## config.mk

```make
export PLATFORM = sky130hd
export DESIGN_NAME = uart_rx_fifo
export DESIGN_NICKNAME = d
export VERILOG_FILES = /design/src/rtl/uart_pkg.sv /design/src/rtl/sync_fifo.sv /design/src/rtl/uart_rx_fifo.sv
export SDC_FILE = /design/constraint.sdc
export NUM_CORES = 1
export LEC_CHECK = 0
export ABC_CLOCK_PERIOD_IN_PS = 10540
export CORE_UTILIZATION = 66
export CTS_CLUSTER_DIAMETER = 100
export DETAILED_ROUTE_END_ITERATION = 16
export GPL_TIMING_DRIVEN = 1
export PLACE_DENSITY = 0.85
export SYNTH_ARGS = -nofsm -noshare
export SYNTH_HDL_FRONTEND = slang
export SYNTH_HIERARCHICAL = 1
export SYNTH_SLANG_ARGS = --single-unit
export TNS_END_PERCENT = 30
```

## constraint.sdc

```tcl
create_clock -name clk -period 10.54 [get_ports clk]
set_input_delay 3.162 -clock clk [delete_from_list [all_inputs] [get_ports clk]]
set_output_delay 3.162 -clock clk [all_outputs]
set_load 0.05 [all_outputs]
```

## src/rtl/uart_pkg.sv

```systemverilog
// Shared types and helpers for the UART receive path.
package uart_pkg;

    typedef enum logic [2:0] {
        IDLE,
        START,
        DATA,
        PARITY,
        STOP,
        RECOVER
    } uart_rx_state_t;

    // Expected parity bit for a data word (zero-extended to 9 bits).
    function automatic logic parity_bit(input logic [8:0] data, input logic odd);
        return (^data) ^ odd;
    endfunction

endpackage

```

## src/rtl/sync_fifo.sv

```systemverilog
// First-word-fall-through synchronous FIFO with occupancy count.
module sync_fifo #(
    parameter int WIDTH = 8,
    parameter int DEPTH = 16
) (
    input  logic                       clk,
    input  logic                       reset,
    input  logic                       push,
    input  logic [WIDTH-1:0]           push_data,
    input  logic                       pop,
    output logic [WIDTH-1:0]           rd_data,
    output logic                       empty,
    output logic                       full,
    output logic [$clog2(DEPTH):0]     count
);
    localparam int AW = $clog2(DEPTH);

    logic [WIDTH-1:0] mem [DEPTH];
    logic [AW:0]      wr_ptr;
    logic [AW:0]      rd_ptr;
    logic             pop_ok;
    logic             push_ok;

    assign count   = wr_ptr - rd_ptr;
    assign full    = (count == (AW+1)'(DEPTH));
    assign empty   = (count == '0);
    assign rd_data = mem[rd_ptr[AW-1:0]];
    assign pop_ok  = pop && !empty;
    // A pop in the same clock frees a slot, so a push into a full FIFO still lands.
    assign push_ok = push && (!full || pop_ok);

    always_ff @(posedge clk or posedge reset) begin
        if (reset) begin
            wr_ptr <= '0;
            rd_ptr <= '0;
            for (int i = 0; i < DEPTH; i++) begin
                mem[i] <= '0;
            end
        end else begin
            if (push_ok) begin
                mem[wr_ptr[AW-1:0]] <= push_data;
                wr_ptr              <= wr_ptr + 1'b1;
            end
            if (pop_ok) begin
                rd_ptr <= rd_ptr + 1'b1;
            end
        end
    end

endmodule

```

## src/rtl/uart_rx_fifo.sv

```systemverilog
// Oversampling UART receiver feeding a FWFT receive FIFO, with sticky error flags.
module uart_rx_fifo
    import uart_pkg::*;
#(
    parameter int CLK_PER_BIT = 80,
    parameter int DATA_BITS   = 8,
    parameter int PARITY_EN   = 0,
    parameter int PARITY_ODD  = 0,
    parameter int STOP_BITS   = 1,
    parameter int FIFO_DEPTH  = 16
) (
    input  logic                          clk,
    input  logic                          reset,
    input  logic                          rxd,
    input  logic                          rd_en,
    output logic [DATA_BITS-1:0]          rd_data,
    output logic                          empty,
    output logic                          full,
    output logic [$clog2(FIFO_DEPTH):0]   count,
    input  logic                          err_clr,
    output logic                          frame_err,
    output logic                          parity_err,
    output logic                          overrun_err,
    output logic                          busy,
    output logic                          rx_start,
    output logic                          rx_step,
    output logic                          rx_stop
);
    localparam int              CNT_W   = $clog2(CLK_PER_BIT);
    localparam int              HALF    = CLK_PER_BIT / 2;
    localparam logic [CNT_W-1:0] HALF_M1 = CNT_W'(HALF - 1);
    localparam logic [CNT_W-1:0] LAST    = CNT_W'(CLK_PER_BIT - 1);

    uart_rx_state_t         state;
    logic                   rxd_meta;
    logic                   rxd_s;
    logic [CNT_W-1:0]       cnt;
    logic [3:0]             bit_idx;
    logic [1:0]             stop_idx;
    logic                   par_pend;
    logic                   stop_bad;
    logic [DATA_BITS-1:0]   shift;
    logic                   bit_tick;
    logic                   last_stop;
    logic                   push;

    assign bit_tick  = (cnt == LAST);
    assign last_stop = (stop_idx == 2'(STOP_BITS - 1));
    assign push      = (state == STOP) && bit_tick && last_stop && rxd_s && !stop_bad && !par_pend;
    assign busy      = (state != IDLE);

    always_ff @(posedge clk or posedge reset) begin
        if (reset) begin
            rxd_meta <= 1'b1;
            rxd_s    <= 1'b1;
        end else begin
            rxd_meta <= rxd;
            rxd_s    <= rxd_meta;
        end
    end

    always_ff @(posedge clk or posedge reset) begin
        if (reset) begin
            state       <= IDLE;
            cnt         <= '0;
            bit_idx     <= '0;
            stop_idx    <= '0;
            par_pend    <= 1'b0;
            stop_bad    <= 1'b0;
            shift       <= '0;
            rx_start    <= 1'b0;
            rx_step     <= 1'b0;
            rx_stop     <= 1'b0;
            frame_err   <= 1'b0;
            parity_err  <= 1'b0;
            overrun_err <= 1'b0;
        end else begin
            rx_start <= 1'b0;
            rx_step  <= 1'b0;
            rx_stop  <= 1'b0;
            cnt      <= bit_tick ? '0 : cnt + 1'b1;
            // Clear first so an error raised in the same clock wins.
            if (err_clr) begin
                frame_err   <= 1'b0;
                parity_err  <= 1'b0;
                overrun_err <= 1'b0;
            end
            case (state)
                IDLE: begin
                    cnt <= '0;
                    if (!rxd_s) state <= START;
                end
                START: begin
                    if (cnt == HALF_M1) begin
                        cnt <= '0;
                        if (!rxd_s) begin
                            state    <= DATA;
                            rx_start <= 1'b1;
                            bit_idx  <= '0;
                            stop_idx <= '0;
                            par_pend <= 1'b0;
                            stop_bad <= 1'b0;
                        end else begin
                            state <= IDLE;
                        end
                    end
                end
                DATA: begin
                    if (bit_tick) begin
                        shift   <= {rxd_s, shift[DATA_BITS-1:1]};
                        rx_step <= 1'b1;
                        bit_idx <= bit_idx + 1'b1;
                        if (bit_idx == 4'(DATA_BITS - 1)) begin
                            state <= (PARITY_EN != 0) ? PARITY : STOP;
                        end
                    end
                end
                PARITY: begin
                    if (bit_tick) begin
                        rx_step  <= 1'b1;
                        par_pend <= (rxd_s != parity_bit(9'(shift), PARITY_ODD != 0));
                        state    <= STOP;
                    end
                end
                STOP: begin
                    if (bit_tick) begin
                        stop_idx <= stop_idx + 1'b1;
                        if (!rxd_s) stop_bad <= 1'b1;
                        if (last_stop) begin
                            if (!rxd_s || stop_bad) begin
                                frame_err <= 1'b1;
                                state     <= RECOVER;
                            end else if (par_pend) begin
                                parity_err <= 1'b1;
                                state      <= IDLE;
                            end else begin
                                rx_stop <= 1'b1;
                                if (full && !rd_en) overrun_err <= 1'b1;
                                state <= IDLE;
                            end
                        end
                    end
                end
                RECOVER: begin
                    if (rxd_s) state <= IDLE;
                end
                default: state <= IDLE;
            endcase
        end
    end

    sync_fifo #(
        .WIDTH (DATA_BITS),
        .DEPTH (FIFO_DEPTH)
    ) u_fifo (
        .clk       (clk),
        .reset     (reset),
        .push      (push),
        .push_data (shift),
        .pop       (rd_en),
        .rd_data   (rd_data),
        .empty     (empty),
        .full      (full),
        .count     (count)
    );

endmodule
```

==> impl_metrics.py <==
metrics = {
    "timing": {
        "finalClockSkew_ns": 0.0128,
        "slew_viol_final": 0,
        "worst_pin_slew_ns": 1.14,
        "rsz0062_at_grt": "no",
        "max_freq_mhz": 146,
        "setup_viol": 0,
        "tns_ns": 0,
        "fin_crit_ns": 6.84,
        "period_share_pct": 64.9,
        "max-slew-margin-rel_pct": 23.2,
        "hold_viol": 0,
    },
    "critical_path": {
        "worst-path-buf-inv": 3,
        "crit_required_ns": 7.38,
        "regToRegEndpoint": "u_fifo/mem[94]$_DFFE_PP0P_",
        "worst_r2r_path_depth": 9,
        "setup.worst_path.start": "u_fifo/wr_ptr[0]$_DFFE_PP0P_",
        "endpoint": "full",
        "cp.arrival_ns": 3.68,
        "cp-start-kind": "flip-flop",
        "cp_common_cell": "nor2_1",
        "r2r-start": "u_fifo/wr_ptr[0]$_DFFE_PP0P_",
        "end_kind": "output port",
        "cp_top_family": "buffers and inverters",
        "critical-path-max-stage-delay_ns": 0.73,
        "critPathMaxFanout": 36,
        "regToRegSetupSlack_ns": 7.03,
        "slowest_stage": "clkdlybuf4s50_1",
        "worstSetupPathDepth": 9,
        "critPathKind": "flip-flop to output port",
        "crit_chain": "inv_1, ha_1, fa_1, xnor2_1, nor2_1, mux2i_4, buf_4, nor2_1, clkdlybuf4s50_1",
    },
    "logic_synthesis": {
        "avgSynthCellArea_um2": 13.6,
        "synth_top_area_share_pct": 50.5,
        "synthCells": 618,
        "synth_area_leaders": "dfrtp_1, mux4_2, mux2_2",
        "ys_types": 64,
        "yosys_warnings": 6,
        "yosys-top-cells-count": "dfrtp_1, mux2_2, nand2_1, o2bb2ai_1, mux4_2",
        "ys_seq_area_share_pct": 51.1,
        "ys_seq_elements": 172,
        "post-synth-top-count-cell": "dfrtp_1",
        "synth_edf_count": 0,
        "syn_area_mm2": 0.00842,
        "synth_top_area_cell": "dfrtp_1",
        "async_flop_share_pct": 100,
        "synth_fp_nets": 636,
        "synthFlopType": "dfrtp_1",
    },
    "die": {
        "io_pins": 27,
        "dieArea_mm2": 0.0132,
        "rows": 40,
        "fp.dieW_um": 115,
        "core_mm2": 0.0122,
        "start_util_pct": 69.0,
        "die_y_um": 115,
    },
    "pwr": {
        "p_sw_uw": 630,
        "p_leak_uw": 0.00413,
        "internal_power_uw": 1220,
        "comb_power_share_pct": 27.7,
        "power_uw": 1850,
        "pwr-share-seq_pct": 39.1,
        "p_per_area_mw_per_mm2": 197,
        "clkPwrFrac_pct": 33.2,
        "swShare_pct": 34.0,
        "ir_worst_vdd_mv": 0.136,
    },
    "cts": {
        "clk_path_buf_depth": 2,
        "cts_tree": "built",
        "clk_pin_slew_ns": 0.06,
        "post_cts_buffers": 0,
        "cts.sinks": 172,
        "numCtsBuffers": 17,
        "cts_resized": 0,
        "hold_buffers": 0,
        "clk_latency_ns": 0.44,
        "htreeDepth": 4,
        "cts_root_buf": "clkbuf_16",
    },
    "place": {
        "post-dp-hpwl_um": 12200,
        "gp_congestion": 0.874,
        "place_area_mm2": 0.00881,
        "portBuffers": 26,
    },
    "routing": {
        "dr.pass1.iters": 6,
        "vias_per_cell": 6.59,
        "drt-wirelength-per-cell_um": 22.1,
        "drtIter0Drc": 440,
        "routed_wl_um": 18200,
        "drtAntennaViolNets": 0,
        "drc": 0,
        "vias": 5418,
    },
    "job": {
        "drv_cap": 0,
    },
    "global_routing": {
        "overflow": 0,
        "grt.total_usage_pct": 30.6,
        "grt_max_degree": 81,
        "grt_antenna_before_repair": 0,
        "grt_pass1_vias": 5640,
        "grt_pass1_wl_um": 30000,
    },
    "min_path": {
        "hold_path.class": "flip-flop to flip-flop",
    },
    "status": {
        "status": "complete, no violations",
    },
    "layout": {
        "drive_above_1_share_pct": 25.8,
        "fin_area_mm2": 0.00939,
        "antennaDiodeCount": 0,
        "fin_nets": 659,
        "area_delta_synth_final_pct": 11.5,
    },
}
## worst min path at each step
| stage | start | to | depth (start not counted) |
|---|---|---|---|
| after global placement | rxd_meta$_DFF_PP1_ | rxd_s$_DFF_PP1_ | 0 |
| after global routing | rxd_meta$_DFF_PP1_ | rxd_s$_DFF_PP1_ | 0 |
| after CTS | rxd_meta$_DFF_PP1_ | rxd_s$_DFF_PP1_ | 0 |
| final | rxd_meta$_DFF_PP1_ | rxd_s$_DFF_PP1_ | 0 |
| after floorplan | rxd_meta$_DFF_PP1_ | rxd_s$_DFF_PP1_ | 0 |
| after detailed placement | rxd_meta$_DFF_PP1_ | rxd_s$_DFF_PP1_ | 0 |
## through the flow
step           hold WS (ns)  setup slack [ns]  cells  utilization [%]
6_report              0.357              3.70    822             76.9
3_5_place_dp          0.348              4.14    790             72.1
4_1_cts               0.357              3.68    822             76.9
2_1_floorplan         0.345              3.68    618                -
3_3_place_gp          0.347              4.32    790             72.1
5_1_grt               0.359              3.52    822             76.9
## cells in the final DEF, fill, tap and decap left out, types with 3 or more instances in the layout
| master | netlist | routed |
|---|---|---|
| nand2b_1 | 7 | 7 |
| o311ai_4 | 4 | 4 |
| nand2_1 | 58 | 58 |
| nor3_1 | 3 | 3 |
| mux4_2 | 40 | 40 |
| o311ai_1 | 5 | 5 |
| ha_1 | 12 | 12 |
| clkdlybuf4s50_1 | 0 | 25 |
| clkbuf_1 | 13 | 4 |
| dfrtp_1 | 170 | 169 |
| mux2_2 | 61 | 61 |
| o31ai_4 | 4 | 4 |
| clkbuf_16 | 0 | 17 |
| xnor2_1 | 16 | 16 |
| o311ai_2 | 8 | 8 |
| xor2_1 | 5 | 5 |
| o22ai_1 | 10 | 10 |
| buf_4 | 2 | 6 |
| a21oi_1 | 7 | 7 |
| inv_1 | 19 | 18 |
| o31ai_1 | 6 | 6 |
| o2bb2ai_1 | 58 | 58 |
| nand3_1 | 11 | 11 |
| o21ai_1 | 3 | 3 |
| nor2_1 | 26 | 26 |
| mux2_1 | 7 | 7 |
| o21ai_0 | 7 | 7 |
## layer usage
metal  track usage (%)  vias to the layer above  share of wire (%)
met4              11.4                        0                2.1
met3              6.96                       30                5.3
met1              39.4                     2823                 41
met5                 0                        -                  0
li1                  -                     2397                  -
met2              51.4                      168                 52
## area by class of cell
cell class | instances | area (um2)
Clock inverter | 9 | 111
Fill cell | 727 | 2830
Multi-Input combinational cell | 398 | 3910
Timing Repair Buffer | 32 | 300
Clock buffer | 23 | 468
Inverter | 20 | 77.6
Tap cell | 168 | 210
Sequential cell | 172 | 4310
## cell families (layout without fill, tap and decap cells)
group / Yosys count / in the layout / share of synthesized area, %
xor+xnor: 23 / 23 / 2.64
simple gates: 127 / 127 / 7.49
mux: 110 / 110 / 20.2
compound gates: 125 / 125 / 14.0
fa+ha+maj: 13 / 13 / 2.02
flops: 172 / 172 / 51.1
buf+inv: 48 / 84 / 2.56
## registers in the layout, summed over array words and instances, names as in the netlist, 2 cells and up
| register | cells |
|---|---|
| cnt | 7 |
| shift | 8 |
| bit_idx | 4 |
| stop_idx | 2 |
| state | 3 |
| u_fifo/mem | 128 |
| u_fifo/rd_ptr | 5 |
| u_fifo/wr_ptr | 5 |
## power by group through the flow
stage | clock network (uW) | registers (uW) | logic, uW
finish | 615 | 725 | 514
global route | 648 | 728 | 549
CTS | 622 | 723 | 515
detailed placement | 0 | 735 | 511
global placement | 0 | 732 | 495
floorplan | 0 | 710 | 434
Power figures use the tool's default switching activity.
